==> src/rtl/atm_account_arbiter.sv <==
// atm_account_arbiter: round-robin arbiter that serialises ATM balance,
// withdraw and deposit transactions onto one shared account balance store.
// Each granted transaction runs as an atomic load / execute / write / respond
// sequence, so two terminals can never interleave on the same balance.
module atm_account_arbiter #(
    parameter int          NUM_REQ  = 2,
    parameter int          NUM_ACC  = 10,
    parameter int          BAL_W    = 16,
    parameter int unsigned INIT_BAL = 500
) (
    input  logic                     clk,
    input  logic                     rst,
    input  logic [NUM_REQ-1:0]       req,
    input  logic [2*NUM_REQ-1:0]     req_op,
    input  logic [4*NUM_REQ-1:0]     req_acc,
    input  logic [BAL_W*NUM_REQ-1:0] req_amount,
    output logic [NUM_REQ-1:0]       grant,
    output logic [NUM_REQ-1:0]       done,
    output logic [1:0]               status,
    output logic [BAL_W-1:0]         bal_out
);

    localparam int               PTR_W     = (NUM_REQ > 1) ? $clog2(NUM_REQ) : 1;
    localparam logic [PTR_W-1:0] LAST_REQ  = PTR_W'(NUM_REQ - 1);
    localparam logic [4:0]       NUM_ACC_L = 5'(NUM_ACC);
    localparam logic [BAL_W-1:0] INIT_VAL  = BAL_W'(INIT_BAL);

    localparam logic [1:0] OP_BAL = 2'b00;
    localparam logic [1:0] OP_WD  = 2'b01;
    localparam logic [1:0] OP_DEP = 2'b10;
    localparam logic [1:0] OP_RSV = 2'b11;

    localparam logic [1:0] ST_OK    = 2'b00;
    localparam logic [1:0] ST_INSUF = 2'b01;
    localparam logic [1:0] ST_OVF   = 2'b10;
    localparam logic [1:0] ST_BAD   = 2'b11;

    typedef enum logic [2:0] {
        S_IDLE,
        S_LOAD,
        S_EXEC,
        S_WRITE,
        S_RESP
    } state_t;

    state_t state;
    state_t next_state;

    // Round-robin pointer and the latched winner of the current transaction
    logic [PTR_W-1:0] ptr;
    logic [PTR_W-1:0] win_sel;
    logic             win_found;
    logic [PTR_W-1:0] win_idx;

    // Operands captured once in IDLE
    logic [1:0]       op_r;
    logic [3:0]       acc_r;
    logic [BAL_W-1:0] amt_r;

    // Working values for the read-check-write sequence
    logic [BAL_W-1:0] bal_reg;
    logic             acc_bad;
    logic [BAL_W-1:0] new_bal;
    logic [1:0]       res_code;
    logic             wr_ok;

    // Balance store and its combinational read port
    logic [BAL_W-1:0] mem [NUM_ACC];
    logic [BAL_W-1:0] rd_data;
    logic             acc_bad_c;

    // Execute-stage results
    logic [BAL_W:0]   sum;
    logic [BAL_W-1:0] exec_bal;
    logic [1:0]       exec_code;
    logic             exec_wr;

    // State register; reset aborts any transaction in flight
    always_ff @(posedge clk or posedge rst) begin
        if (rst) begin
            state <= S_IDLE;
        end else begin
            state <= next_state;
        end
    end

    // Next-state logic: fixed five-step sequence once a winner is chosen
    always_comb begin
        next_state = state;
        case (state)
            S_IDLE:  if (win_found) next_state = S_LOAD;
            S_LOAD:  next_state = S_EXEC;
            S_EXEC:  next_state = S_WRITE;
            S_WRITE: next_state = S_RESP;
            S_RESP:  next_state = S_IDLE;
            default: next_state = S_IDLE;
        endcase
    end

    // Pick the first active request at or after the pointer, wrapping around
    always_comb begin
        int idx;
        idx       = 0;
        win_found = 1'b0;
        win_sel   = '0;
        for (int k = 0; k < NUM_REQ; k++) begin
            idx = int'(ptr) + k;
            if (idx >= NUM_REQ) begin
                idx = idx - NUM_REQ;
            end
            if (!win_found && req[idx]) begin
                win_found = 1'b1;
                win_sel   = PTR_W'(idx);
            end
        end
    end

    // Read mux over the balance store; out-of-range accounts read as zero
    always_comb begin
        rd_data   = '0;
        acc_bad_c = ({1'b0, acc_r} >= NUM_ACC_L);
        for (int i = 0; i < NUM_ACC; i++) begin
            if (acc_r == 4'(i)) begin
                rd_data = mem[i];
            end
        end
    end

    // Transaction result: bad requests win over op-specific checks
    always_comb begin
        sum       = {1'b0, bal_reg} + {1'b0, amt_r};
        exec_code = ST_OK;
        exec_bal  = bal_reg;
        exec_wr   = 1'b0;
        if (acc_bad || (op_r == OP_RSV)) begin
            exec_code = ST_BAD;
            exec_bal  = '0;
        end else begin
            case (op_r)
                OP_WD: begin
                    if (amt_r > bal_reg) begin
                        exec_code = ST_INSUF;
                    end else begin
                        exec_bal = bal_reg - amt_r;
                        exec_wr  = 1'b1;
                    end
                end
                OP_DEP: begin
                    if (sum[BAL_W]) begin
                        exec_code = ST_OVF;
                    end else begin
                        exec_bal = sum[BAL_W-1:0];
                        exec_wr  = 1'b1;
                    end
                end
                default: begin
                    exec_code = ST_OK;
                end
            endcase
        end
    end

    // Per-state datapath and registered outputs
    always_ff @(posedge clk or posedge rst) begin
        if (rst) begin
            ptr      <= '0;
            win_idx  <= '0;
            op_r     <= OP_BAL;
            acc_r    <= '0;
            amt_r    <= '0;
            bal_reg  <= '0;
            acc_bad  <= 1'b0;
            new_bal  <= '0;
            res_code <= ST_OK;
            wr_ok    <= 1'b0;
            grant    <= '0;
            done     <= '0;
            status   <= ST_OK;
            bal_out  <= '0;
        end else begin
            case (state)
                S_IDLE: begin
                    if (win_found) begin
                        win_idx          <= win_sel;
                        op_r             <= req_op[2*win_sel +: 2];
                        acc_r            <= req_acc[4*win_sel +: 4];
                        amt_r            <= req_amount[BAL_W*win_sel +: BAL_W];
                        grant            <= '0;
                        grant[win_sel]   <= 1'b1;
                    end
                end
                S_LOAD: begin
                    acc_bad <= acc_bad_c;
                    bal_reg <= acc_bad_c ? '0 : rd_data;
                end
                S_EXEC: begin
                    new_bal  <= exec_bal;
                    res_code <= exec_code;
                    wr_ok    <= exec_wr;
                end
                S_WRITE: begin
                    done          <= '0;
                    done[win_idx] <= 1'b1;
                    status        <= res_code;
                    bal_out       <= new_bal;
                end
                S_RESP: begin
                    done  <= '0;
                    grant <= '0;
                    wr_ok <= 1'b0;
                    ptr   <= (win_idx == LAST_REQ) ? '0 : win_idx + 1'b1;
                end
                default: begin
                    done <= '0;
                end
            endcase
        end
    end

    // Balance store: single write port owned by the WRITE step
    always_ff @(posedge clk or posedge rst) begin
        if (rst) begin
            for (int i = 0; i < NUM_ACC; i++) begin
                mem[i] <= INIT_VAL;
            end
        end else if ((state == S_WRITE) && wr_ok) begin
            for (int i = 0; i < NUM_ACC; i++) begin
                if (acc_r == 4'(i)) begin
                    mem[i] <= new_bal;
                end
            end
        end
    end

endmodule
==> config.mk <==
export PLATFORM = sky130hd
export DESIGN_NAME = atm_account_arbiter
export DESIGN_NICKNAME = d
export VERILOG_FILES = /design/src/rtl/atm_account_arbiter.sv
export SDC_FILE = /design/constraint.sdc
export NUM_CORES = 1
export LEC_CHECK = 0
export ABC_AREA = 1
export CAP_MARGIN = 5
export CELL_PAD_IN_SITES_DETAIL_PLACEMENT = 0
export CELL_PAD_IN_SITES_GLOBAL_PLACEMENT = 1
export CORE_ASPECT_RATIO = 0.6
export CORE_MARGIN = 5
export CORE_UTILIZATION = 41
export DETAILED_ROUTE_END_ITERATION = 16
export GPL_ROUTABILITY_DRIVEN = 0
export PLACE_DENSITY_LB_ADDON = 0.1
export SLEW_MARGIN = 15
export SYNTH_ARGS = -nofsm -noshare
export SYNTH_HDL_FRONTEND = slang
export SYNTH_SLANG_ARGS = --single-unit
==> constraint.sdc <==
create_clock -name clk -period 7.7 [get_ports clk]
set_input_delay 1.155 -clock clk [delete_from_list [all_inputs] [get_ports clk]]
set_output_delay 1.155 -clock clk [all_outputs]
set_load 0.005 [all_outputs]
======== After elaboration in Yosys (flattened, before gate mapping) ========
Index checks and enable logic that the tools add are counted.
word-level totals
  flip-flop bits (word level) ............. 245
  output and inout bits ................... 22
  logic and storage cells ................. 130
cells by class
  add/subtract/negate cells ............... 6
  magnitude comparators ................... 10
  equal/unequal tests ..................... 17
  shifts and indexed selects .............. 3
  multiplexer cells ....................... 46
  reduce and logical (&&, ||, !) cells .... 23
operators with widths
  cell                 number
  $mux 16              14
  $lt 32x3->1 const B  2
  $mux 32              2
  $pmux 16 s2          1
  $shiftx 32x6->16     1
  $reduce_and 2->1     12
  $add 16x16->17       1
  $mux 1               17
  $eq 4x3->1 const B   4
  $gt 16x16->1         1
  $sub 16x16->16       1
  $pmux 2 s2           3
  $pmux 3 s4           1
  $eq 4x2->1 const B   2
  $eq 4x4->1 const B   2
  $shiftx 8x4->4       1
  $eq 3x2->1 const B   2
  $mux 2               3
  $eq 2x2->1 const B   2
  $eq 4x1->1 const B   1
  $ge 4x4->1 const B   1
  $logic_and 1x1->1    4
  $logic_not 4->1      1
  $lt 1x2->1 const B   2
  other kinds (20)     24

======== Longest topological paths before layout ========
  depth in word-level cells ............... 15
  depth in mapped cells ................... 17

======== Worst setup path before layout ========
No wires, ideal clock.
  kind .................................... input-to-reg
  from .................................... in req[0]
  to ...................................... reg acc_r[2]
  setup time .............................. 0.140 ns
  arrival ................................. 2.000 ns
  slack ................................... 5.560 ns
  stages on the path ...................... 5
  buffers on the path ..................... 1
  cells stage by stage .................... o21ai_0 inv_2 buf_2 nand3_1 o221ai_1
between the ends
  word-level cells in the longest chain between the ends .. 8
  elaborated cells on any way between the ends .. 14
  classes of those cells .................. 1 x shift; 10 x mux; 3 x reduce/logical
RTL lines
  what                                                RTL line  text
  from (decl)                                         13        input logic [NUM_REQ-1:0] req,
  $mux 1 (implied by the code) (3 in series)          111       if (!win_found && req[idx]) begin
  $mux 1                                              111
  $logic_not 1->1                                     111
  $logic_and 1x1->1                                   111
  $mux 1                                              111
  $shiftx 8x4->4 or $reduce_and 2->1 (tied branches)  -
  to (signal assigned)                                186       acc_r <= req_acc[4*win_sel +: 4];
  to (decl)                                           57        logic [3:0] acc_r;
Parallel ways exist; a longest one is shown, timed or not. The select of a mux whose other input is x is not followed.
A chain may end at the register's enable or synchronous reset.

======== Worst setup path in the final report ========
  from .................................... reg acc_r[2]
  to ...................................... reg mem[6] (netlist name)
between the ends
  word-level cells in the longest chain between the ends .. 2
RTL lines
  what                               RTL line  text
  $eq 4x4->1                         228       if (acc_r == 4'(i)) begin
  $reduce_and 2->1 (no source line)  -
  to (signal, indexed assignment)    229       mem[i] <= new_bal;
  to (decl)                          68        logic [BAL_W-1:0] mem [NUM_ACC];
Every way passes these cells.

==> out/results.txt <==
Status - completed
Max Slew Vio Count - 0
Die Wd - 241 um
Mapped Cells - 1,700
Worst path top cell family by delay - simple AND/OR/NAND/NOR gates
Top-count cell post-synth - nand2_1
Worst-Skew Late Latency - 0.54 ns
Sequential share of power - 30.8%
Layout Utilization - 47.6%
Max reg flops - 160
Final ANT Viol Nets - 0
WP data arrival - 3.76 ns
TritonCTS clock tree - yes
Post-CTS Setup Inserts - 0
Sequential share of the synthesized area - 47.4%
Tmin final - 3.32 ns
VDD IR max - 0.141 mV
Logic gate share of total power - 44.2%
Routed via count - 11,400
Most frequent cells after synthesis - nand2_1 (521), dfrtp_1 (185), o21ai_0 (165)
Number of global-route vias before repair - 10,800
First-pass DRT Iterations - 6
Slew headroom - 26.4%
Leak - 7.02 nW
CTS Hold Bufs - 0
Most used cell, CP - nand2_1
Avg WL per Cell - 18.5 um
GRT Total Usage - 22.4%
Chip height - 148 um
Die ar. - 35,700 um2
DRC - 0
Num CTS Buffers - 26
Clock root cell - clkbuf_16
Post-route setup TNS - 0 ns
Routed vias/inst - 5.29
CP peak stage delay - 0.88 ns
Post-DP HPWL - 28,900 um
CTS max path bufs - 3
Area leader, netlist - dfrtp_1
Syn_area_per_cell - 7.70 um2
Synth Net Count - 1,786
Net total in the final layout - 1,796
Cts repair resizes - 0
Initial cell density of the core - 41.8%
Power Internal - 3.00 mW
FP Rows - 50
Max-Cap Viols - 0
Clk slew on worst S/H paths - 0.07 ns
Clock Skews - 0.0172 ns
Inst Count DP - 2,098
Final Cycle Share - 43.1%
Largest net degree at the start of global routing - 139
Top area cells in the synthesized netlist - dfrtp_1 (35%), nand2_1 (15%), dfstp_2 (12%)
Final non-filler cell total - 2,147
Switch share - 44.1%
Clock network power share - 24.9%
Boundary Pins - 70
Pwr Density - 360 nW/um2
WS Path Type - reg2reg
DR iter-0 viols - 1,099
Pre-CTS setup slack - 4.39 ns
Post-synth EDFFs - 0
CTS H-tree depth - 1
Placement Cell Area - 14,000 um2
WL final - 39,700 um
RSZ-0062 raised after global routing - false
Hold WC Path Type - reg2reg
Initial antenna violation count - 1
Sw power - 2.37 mW
Post-synthesis register bit count - 245
Ys flop type - dfrtp_1
Synth top area share - 35.3%
Reg with most FFs - mem
Final setup fails - 0
Crit end category - register
Final Hold Slack - 0.472 ns
Power, Total - 5.37 mW
Worst setup SP type - register
Crit-path cells - inv_1 -> nand2_1 -> nor2_2 -> nand2_1 -> o21ai_0
Share of layout cells above drive strength 1 - 9.83%
Area growth syn-to-layout - 13.8%
Slew @ Worst Pin - 1.10 ns
Crit-path max FO - 32
Crit-path slowest cell - nor2_2
Port Buffer Count - 69
Post-synthesis cell area - 13,100 um2
Asr flop ratio synth - 100%
Global-route wire length before repair - 63,600 um
Netlist cell types - 40
Design Area, Final - 14,900 um2
Peak Freq - 0.301 GHz
CP required - 8.14 ns
Congestion Overflow GR - 0
Core ar. - 31,300 um2
Fin worst setup slack - 4.38 ns
Worst Path Buf+Inv - 1
Fin. Hold Viols - 0
Sink Count - 245
Yosys warnings - 0
[path summary, 6_finish.rpt]
path,cells past startpoint,from,to,slack [ns]
worst max-delay path,5,acc_r[2]$_DFFE_PP0P_,mem[6]$_DFFE_PP1P_,4.38
worst min-delay path,2,mem[150]$_DFFE_PP1P_,mem[150]$_DFFE_PP1P_,0.47
worst max register to register,5,acc_r[2]$_DFFE_PP0P_,mem[6]$_DFFE_PP1P_,4.38
worst min register to register,2,mem[150]$_DFFE_PP1P_,mem[150]$_DFFE_PP1P_,0.47
max in group asynchronous,4,rst,mem[99]$_DFFE_PP0P_,5.05
min in group asynchronous,2,rst,amt_r[4]$_DFFE_PP0P_,1.03
[power groups by stage]
| stage | clock (mW) | combinational, mW | sequential [mW] |
|---|---|---|---|
| floorplan | 0 | 1.63 | 1.64 |
| detailed placement | 0 | 2.34 | 1.68 |
| global route | 1.41 | 2.66 | 1.68 |
| global placement | 0 | 2.32 | 1.68 |
| CTS | 1.36 | 2.35 | 1.66 |
| finish | 1.34 | 2.38 | 1.66 |
[metal layers]
layer  up-vias  share of wire [%]  GRT usage (%)
met5         -                  0              0
met4         0                1.1           2.85
met3        28                6.4           3.80
met2       297                 38           29.3
met1      5475                 54           38.6
li1       5556                  -              -
[layout by cell type, fill, tap and decap left out, types with 3 or more instances in the layout]
cell / instances
a21oi_1: 60
and2_1: 3
buf_4: 4
clkbuf_16: 27
clkbuf_8: 8
clkdlybuf4s50_1: 69
clkinv_2: 6
dfrtp_1: 185
dfstp_2: 60
ha_1: 36
inv_1: 160
inv_2: 12
nand2_1: 519
nand2_2: 17
nand2_4: 5
nand3_1: 150
nand3_2: 6
nand4_1: 20
nor2_1: 63
nor2_2: 10
nor3_1: 20
o21ai_0: 165
o21ai_1: 51
o21bai_1: 4
o221ai_1: 21
o22ai_1: 13
xor2_1: 11
[worst min-delay path: stages (launching register included)]
cell	delay, ns
dfstp_2	0.37
nand2_1	0.05
o21ai_1	0.05
[cells by family after synthesis]
| group | after synthesis | share of synthesized area, % |
|---|---|---|
| AO/OA/AOI/OAI | 322 | 13.4 |
| adder cells (fa/ha/maj) | 38 | 3.74 |
| AND/OR/NAND/NOR | 818 | 26.8 |
| XOR/XNOR | 11 | 0.736 |
| buffers and inverters | 266 | 7.92 |
| flip-flops | 245 | 47.4 |
[cell type report]
class | count | area (um2)
Multi-Input combinational cell | 1189 | 5870
Fill cell | 3063 | 16400
Antenna cell | 1 | 2.50
Tap cell | 416 | 520
Timing Repair Buffer | 74 | 741
Sequential cell | 245 | 6210
Inverter | 174 | 657
Clock buffer | 37 | 793
Clock inverter | 11 | 119
Note: power is estimated with default switching activity, not from simulation.
